<file path="config.mk">
export PLATFORM = sky130hd
export DESIGN_NAME = mdu_exe
export DESIGN_NICKNAME = d
export VERILOG_FILES = /design/src/rtl/mdu_exe.sv
export SDC_FILE = /design/constraint.sdc
export NUM_CORES = 2
export LEC_CHECK = 0
export BUFFER_PORTS_ARGS = -buffer_cell sky130_fd_sc_hd__buf_2
export CORE_UTILIZATION = 25
export CTS_CLUSTER_DIAMETER = 80
export DETAILED_ROUTE_END_ITERATION = 6
export GPL_TIMING_DRIVEN = 0
export PLACE_DENSITY = 0.5
export SLEW_MARGIN = 25
export SYNTH_ARGS = -nofsm -noshare
export SYNTH_HDL_FRONTEND = slang
export SYNTH_SLANG_ARGS = --single-unit
</file>
<file path="constraint.sdc">
create_clock -name clk -period 22.5 [get_ports clk]
set_input_delay 2.25 -clock clk [delete_from_list [all_inputs] [get_ports clk]]
set_output_delay 2.25 -clock clk [all_outputs]
set_load 0.05 [all_outputs]
</file>
<file path="src/rtl/mdu_exe.sv">
// Execute-stage RISC-V M-extension unit: 2-cycle multiply, 33-cycle radix-2
// restoring divide, with a hold request upstream and a one-cycle write-back.
module mdu_exe #(
  parameter int DW  = 32,
  parameter int RAW = 5
) (
  input  logic           clk,
  input  logic           rst,
  input  logic           i_flush,
  input  logic           i_valid,
  input  logic [7:0]     i_instr_m,
  input  logic [DW-1:0]  i_rs_1_data,
  input  logic [DW-1:0]  i_rs_2_data,
  input  logic [RAW-1:0] i_rd,
  output logic           o_busy,
  output logic           o_done,
  output logic           o_rd_en,
  output logic [RAW-1:0] o_rd,
  output logic [DW-1:0]  o_rd_data
);

  typedef enum logic [1:0] {S_IDLE, S_MUL, S_DIV, S_DONE} state_e;

  state_e         state_q, state_d;
  logic [4:0]     cnt_q, cnt_d;
  logic [7:0]     op_q, op_d;
  logic [RAW-1:0] rd_q, rd_d;
  logic [DW-1:0]  opa_q, opa_d;   // multiplicand, or dividend magnitude shifting into quotient
  logic [DW-1:0]  opb_q, opb_d;   // multiplier, or divisor magnitude
  logic [DW-1:0]  rem_q, rem_d;
  logic [DW-1:0]  result_q, result_d;
  logic           qneg_q, qneg_d;
  logic           rneg_q, rneg_d;

  logic                    start, in_signed_div, in_rem, a_neg, b_neg, div_zero, div_ovf;
  logic signed [2*DW+1:0]  mul_a, mul_b, product;
  logic [DW:0]             rem_shift, diff;
  logic                    qbit;
  logic [DW-1:0]           rem_next, quo_next;

  always_comb begin
    start         = (state_q == S_IDLE) && i_valid && (|i_instr_m) && !i_flush && !rst;
    in_signed_div = i_instr_m[4] | i_instr_m[6];
    in_rem        = i_instr_m[6] | i_instr_m[7];
    a_neg         = in_signed_div & i_rs_1_data[DW-1];
    b_neg         = in_signed_div & i_rs_2_data[DW-1];
    div_zero      = (i_rs_2_data == '0);
    div_ovf       = in_signed_div && (i_rs_1_data == {1'b1, {(DW-1){1'b0}}})
                    && (i_rs_2_data == '1);

    // Operands sign- or zero-extended per op; one wide signed multiply covers all four.
    mul_a   = {{(DW+2){(op_q[1] | op_q[2]) & opa_q[DW-1]}}, opa_q};
    mul_b   = {{(DW+2){op_q[1] & opb_q[DW-1]}}, opb_q};
    product = mul_a * mul_b;

    rem_shift = {rem_q, opa_q[DW-1]};
    diff      = rem_shift - {1'b0, opb_q};
    qbit      = !diff[DW];
    rem_next  = qbit ? diff[DW-1:0] : rem_shift[DW-1:0];
    quo_next  = {opa_q[DW-2:0], qbit};
  end

  // NOTE: every next-state signal gets its default first so no path leaves a latch.
  always_comb begin
    state_d  = state_q;
    cnt_d    = cnt_q;
    op_d     = op_q;
    rd_d     = rd_q;
    opa_d    = opa_q;
    opb_d    = opb_q;
    rem_d    = rem_q;
    result_d = result_q;
    qneg_d   = qneg_q;
    rneg_d   = rneg_q;

    unique case (state_q)
      S_IDLE: begin
        if (start) begin
          op_d   = i_instr_m;
          rd_d   = i_rd;
          cnt_d  = '0;
          rem_d  = '0;
          qneg_d = a_neg ^ b_neg;
          rneg_d = a_neg;
          if (|i_instr_m[3:0]) begin
            opa_d   = i_rs_1_data;
            opb_d   = i_rs_2_data;
            state_d = S_MUL;
          end else if (div_zero) begin
            result_d = in_rem ? i_rs_1_data : '1;
            state_d  = S_DONE;
          end else if (div_ovf) begin
            result_d = in_rem ? '0 : i_rs_1_data;
            state_d  = S_DONE;
          end else begin
            opa_d   = a_neg ? -i_rs_1_data : i_rs_1_data;
            opb_d   = b_neg ? -i_rs_2_data : i_rs_2_data;
            state_d = S_DIV;
          end
        end
      end
      S_MUL: begin
        result_d = op_q[0] ? product[DW-1:0] : product[2*DW-1:DW];
        state_d  = S_DONE;
      end
      S_DIV: begin
        opa_d = quo_next;
        rem_d = rem_next;
        cnt_d = cnt_q + 5'd1;
        if (cnt_q == 5'd31) begin
          if (op_q[6] | op_q[7]) result_d = rneg_q ? -rem_next : rem_next;
          else                   result_d = qneg_q ? -quo_next : quo_next;
          state_d = S_DONE;
        end
      end
      S_DONE:  state_d = S_IDLE;
      default: state_d = S_IDLE;
    endcase

    if (i_flush) begin
      state_d = S_IDLE;
      cnt_d   = '0;
    end
  end

  // NOTE: sequential state uses non-blocking assignments only, so all flops update together.
  always_ff @(posedge clk or posedge rst) begin
    if (rst) begin
      state_q  <= S_IDLE;
      cnt_q    <= '0;
      op_q     <= '0;
      rd_q     <= '0;
      opa_q    <= '0;
      opb_q    <= '0;
      rem_q    <= '0;
      result_q <= '0;
      qneg_q   <= 1'b0;
      rneg_q   <= 1'b0;
    end else begin
      state_q  <= state_d;
      cnt_q    <= cnt_d;
      op_q     <= op_d;
      rd_q     <= rd_d;
      opa_q    <= opa_d;
      opb_q    <= opb_d;
      rem_q    <= rem_d;
      result_q <= result_d;
      qneg_q   <= qneg_d;
      rneg_q   <= rneg_d;
    end
  end

  always_comb begin
    o_busy    = start || (state_q == S_MUL) || (state_q == S_DIV);
    o_done    = (state_q == S_DONE) && !i_flush;
    o_rd_en   = o_done && (|rd_q);
    o_rd      = o_done ? rd_q : '0;
    o_rd_data = o_done ? result_q : '0;
  end

endmodule

</file>
==> impl_metrics.json <==
{
  "routedWlPerCell_um": 26.6,
  "port_buffers": 119,
  "cts_root_buf": "clkbuf_16",
  "drt_iter0_markers": 4373,
  "async_reset_ff_share_pct": 100,
  "cp-end-kind": "register",
  "critPathKind": "register to register",
  "clkTransAtPathRegs_ns": 0.07,
  "die_y_um": 453,
  "grt_pass1_vias": 44900,
  "grt_max_degree": 87,
  "worstMarginPinSlew_ns": 1.23,
  "yosys_most_used_dff": "dfrtp_1",
  "cp_slowest_cell": "fa_1",
  "fin_crit_sh_pct": 54.4,
  "cp_max_fo": 11,
  "syn_nets": 7347,
  "cts_resized": 0,
  "startpoint_type": "register",
  "worst_ep_required_time_ns": 22.82,
  "timing.hold.ws_ns": 0.473,
  "dieWidth_um": 453,
  "synth.most_common_cell": "inv_1",
  "finalSetupViolCount": 0,
  "drtPass1Iterations": 6,
  "gr-total-overflow": 0,
  "antenna_found_initial": 38,
  "seq_area_frac_synth_pct": 7.25,
  "clock_path_buffers": 2,
  "synthCells": 5882,
  "ff2ff_setup_slack_ns": 10.26,
  "yosysUniqueCellTypes": 87,
  "hold_viol": 0,
  "cpPeakStageDelay_ns": 0.92,
  "worst_hold_path_type": "register to register",
  "vias": 43100,
  "num-fill-cells": 22100,
  "cts_tree": "done",
  "post-dp-hpwl_um": 196000,
  "drv_slew": 0,
  "yosys_warnings": 0,
  "yosys.area.top_type": "fa_1",
  "postRouteAntennaNets": 0,
  "placed_cells": 8677,
  "setup_tns_ns": 0,
  "cts_setup_buffers": 0,
  "synth_edf_count": 0,
  "numCtsBuffers": 17,
  "wl_um": 232000,
  "cts.sinks": 147,
  "rsz0062_at_grt": "false",
  "grt_pass1_wl_um": 332000,
  "io_pins": 121,
  "fin_cells": 8739,
  "fin_skew_ns": 0.0219,
  "slew_headroom_pct": 17.9,
  "max_freq_mhz": 81.7,
  "via_per_inst": 4.93,
  "htree_levels": 4,
  "initial_core_util_pct": 25.1,
  "synth_top_area_share_pct": 44.4,
  "synth_area_leaders": "fa_1 44%, inv_1 8.7%, dfrtp_1 7.2%, nand2_1 7.0%, ha_1 6.4%",
  "ctsHoldBuffers": 0,
  "postLayoutCoreUtil_pct": 27.5,
  "layout-drive-gt1-share_pct": 4.69,
  "period_needed_ns": 12.24,
  "avgSynthCellArea_sq_um": 8.63,
  "status": "complete, no violations",
  "maxCapViolCount": 0,
  "syn_area_sq_um": 50800,
  "core_sq_um": 202000,
  "rows": 165,
  "clock_latency_ns": 0.48,
  "route.detailed.drc": 0,
  "cp_common_cell": "fa_1",
  "ys_seq_elements": 147,
  "area_growth_pct": 9.42,
  "nets": 7490,
  "track_usage_pct": 22.8,
  "arrival_ns": 12.56,
  "gp_congestion": 1.01,
  "die_area_sq_um": 205000,
  "ys_top_cells_by_count": "1170 x inv_1, 1126 x fa_1, 941 x nand2_1"
}
-- layout by cell type (no fill, tap or decap), types with 26 or more instances in the layout --
| master | netlist | final |
|---|---|---|
| buf_2 | 17 | 140 |
| diode_2 | 0 | 29 |
| xor2_1 | 99 | 99 |
| nor2_1 | 227 | 227 |
| or3_1 | 37 | 37 |
| a21oi_1 | 202 | 202 |
| clkbuf_1 | 297 | 257 |
| o211ai_1 | 26 | 26 |
| fa_1 | 1126 | 1125 |
| o21ai_0 | 215 | 215 |
| and2_1 | 357 | 357 |
| nand3_1 | 45 | 45 |
| dfrtp_1 | 147 | 147 |
| buf_1 | 33 | 28 |
| nor3_1 | 75 | 75 |
| mux2i_1 | 38 | 38 |
| clkbuf_2 | 0 | 41 |
| a21o_1 | 35 | 35 |
| xnor2_1 | 101 | 101 |
| a211oi_1 | 35 | 35 |
| o31ai_1 | 36 | 36 |
| nand2_1 | 941 | 941 |
| ha_1 | 258 | 258 |
| inv_1 | 1170 | 1169 |
-- metrics by stage --
step / worst slack, ns / cell area, sq um
global route: 9.91 / 55500
global placement: 9.91 / 54700
finish: 10.26 / 55500
floorplan: 13.85 / 50800
detailed placement: 10.12 / 54800
CTS: 10.21 / 55500
-- worst max-delay path, delay by kind of cell, from the launching register on --
kind	cells	cell delay, ns
AOI/OAI and AO/OA	7	2.84
adders and majority gates	9	5.21
buffers and inverters	6	1.79
DFF	1	0.70
and+or+nand+nor	5	1.51
-- cell families after synthesis --
| group | Yosys count | synth area share (%) |
|---|---|---|
| XOR/XNOR | 200 | 3.45 |
| flip-flops | 147 | 7.25 |
| AND/OR/NAND/NOR | 1823 | 16.6 |
| buffers and inverters | 1524 | 11.3 |
| AO/OA/AOI/OAI | 736 | 9.18 |
| adder cells (fa/ha/maj) | 1397 | 51.0 |
| multiplexers | 55 | 1.13 |
-- layout make-up --
type / count / area [sq um] / share of cell area, %
Antenna cell: 29 / 72.6 / 0.131
Buffer: 350 / 1410 / 2.53
Clock buffer: 17 / 425 / 0.766
Clock inverter: 15 / 190 / 0.342
Inverter: 1174 / 4420 / 7.95
Multi-Input combinational cell: 4211 / 41300 / 74.4
Sequential cell: 147 / 3680 / 6.62
Tap cell: 2672 / 3340 / 6.02
Timing Repair Buffer: 124 / 673 / 1.21
-- flip-flops by register name, indices dropped and copies added, names as in the netlist --
name and cells:
cnt_q 5, op_q 5, opa_q 32, opb_q 32, qneg_q 1, rd_q 5, rem_q 32, result_q 32
rneg_q 1, state_q 2
-- path summary, 6_finish.rpt --
check | depth (start not counted) | startpoint | endpoint
max in group asynchronous | 3 | rst | opb_q[6]
worst min-delay path | 2 | result_q[1] | result_q[1]
worst max register to register | 27 | op_q[1] | result_q[25]
worst max-delay path | 27 | op_q[1] | result_q[25]
worst min register to register | 2 | result_q[1] | result_q[1]
min in group asynchronous | 2 | rst | rem_q[6]
-- layer usage --
layer | GRT usage (%) | wire [um]
met3 | 3.38 | 16600
met1 | 30.0 | 95600
met4 | 12.7 | 14000
met2 | 35.6 | 106000
met5 | 0 | 25
Power is not shown: default switching activity piles up to over one toggle a cycle in this logic, so the estimate is an artifact.
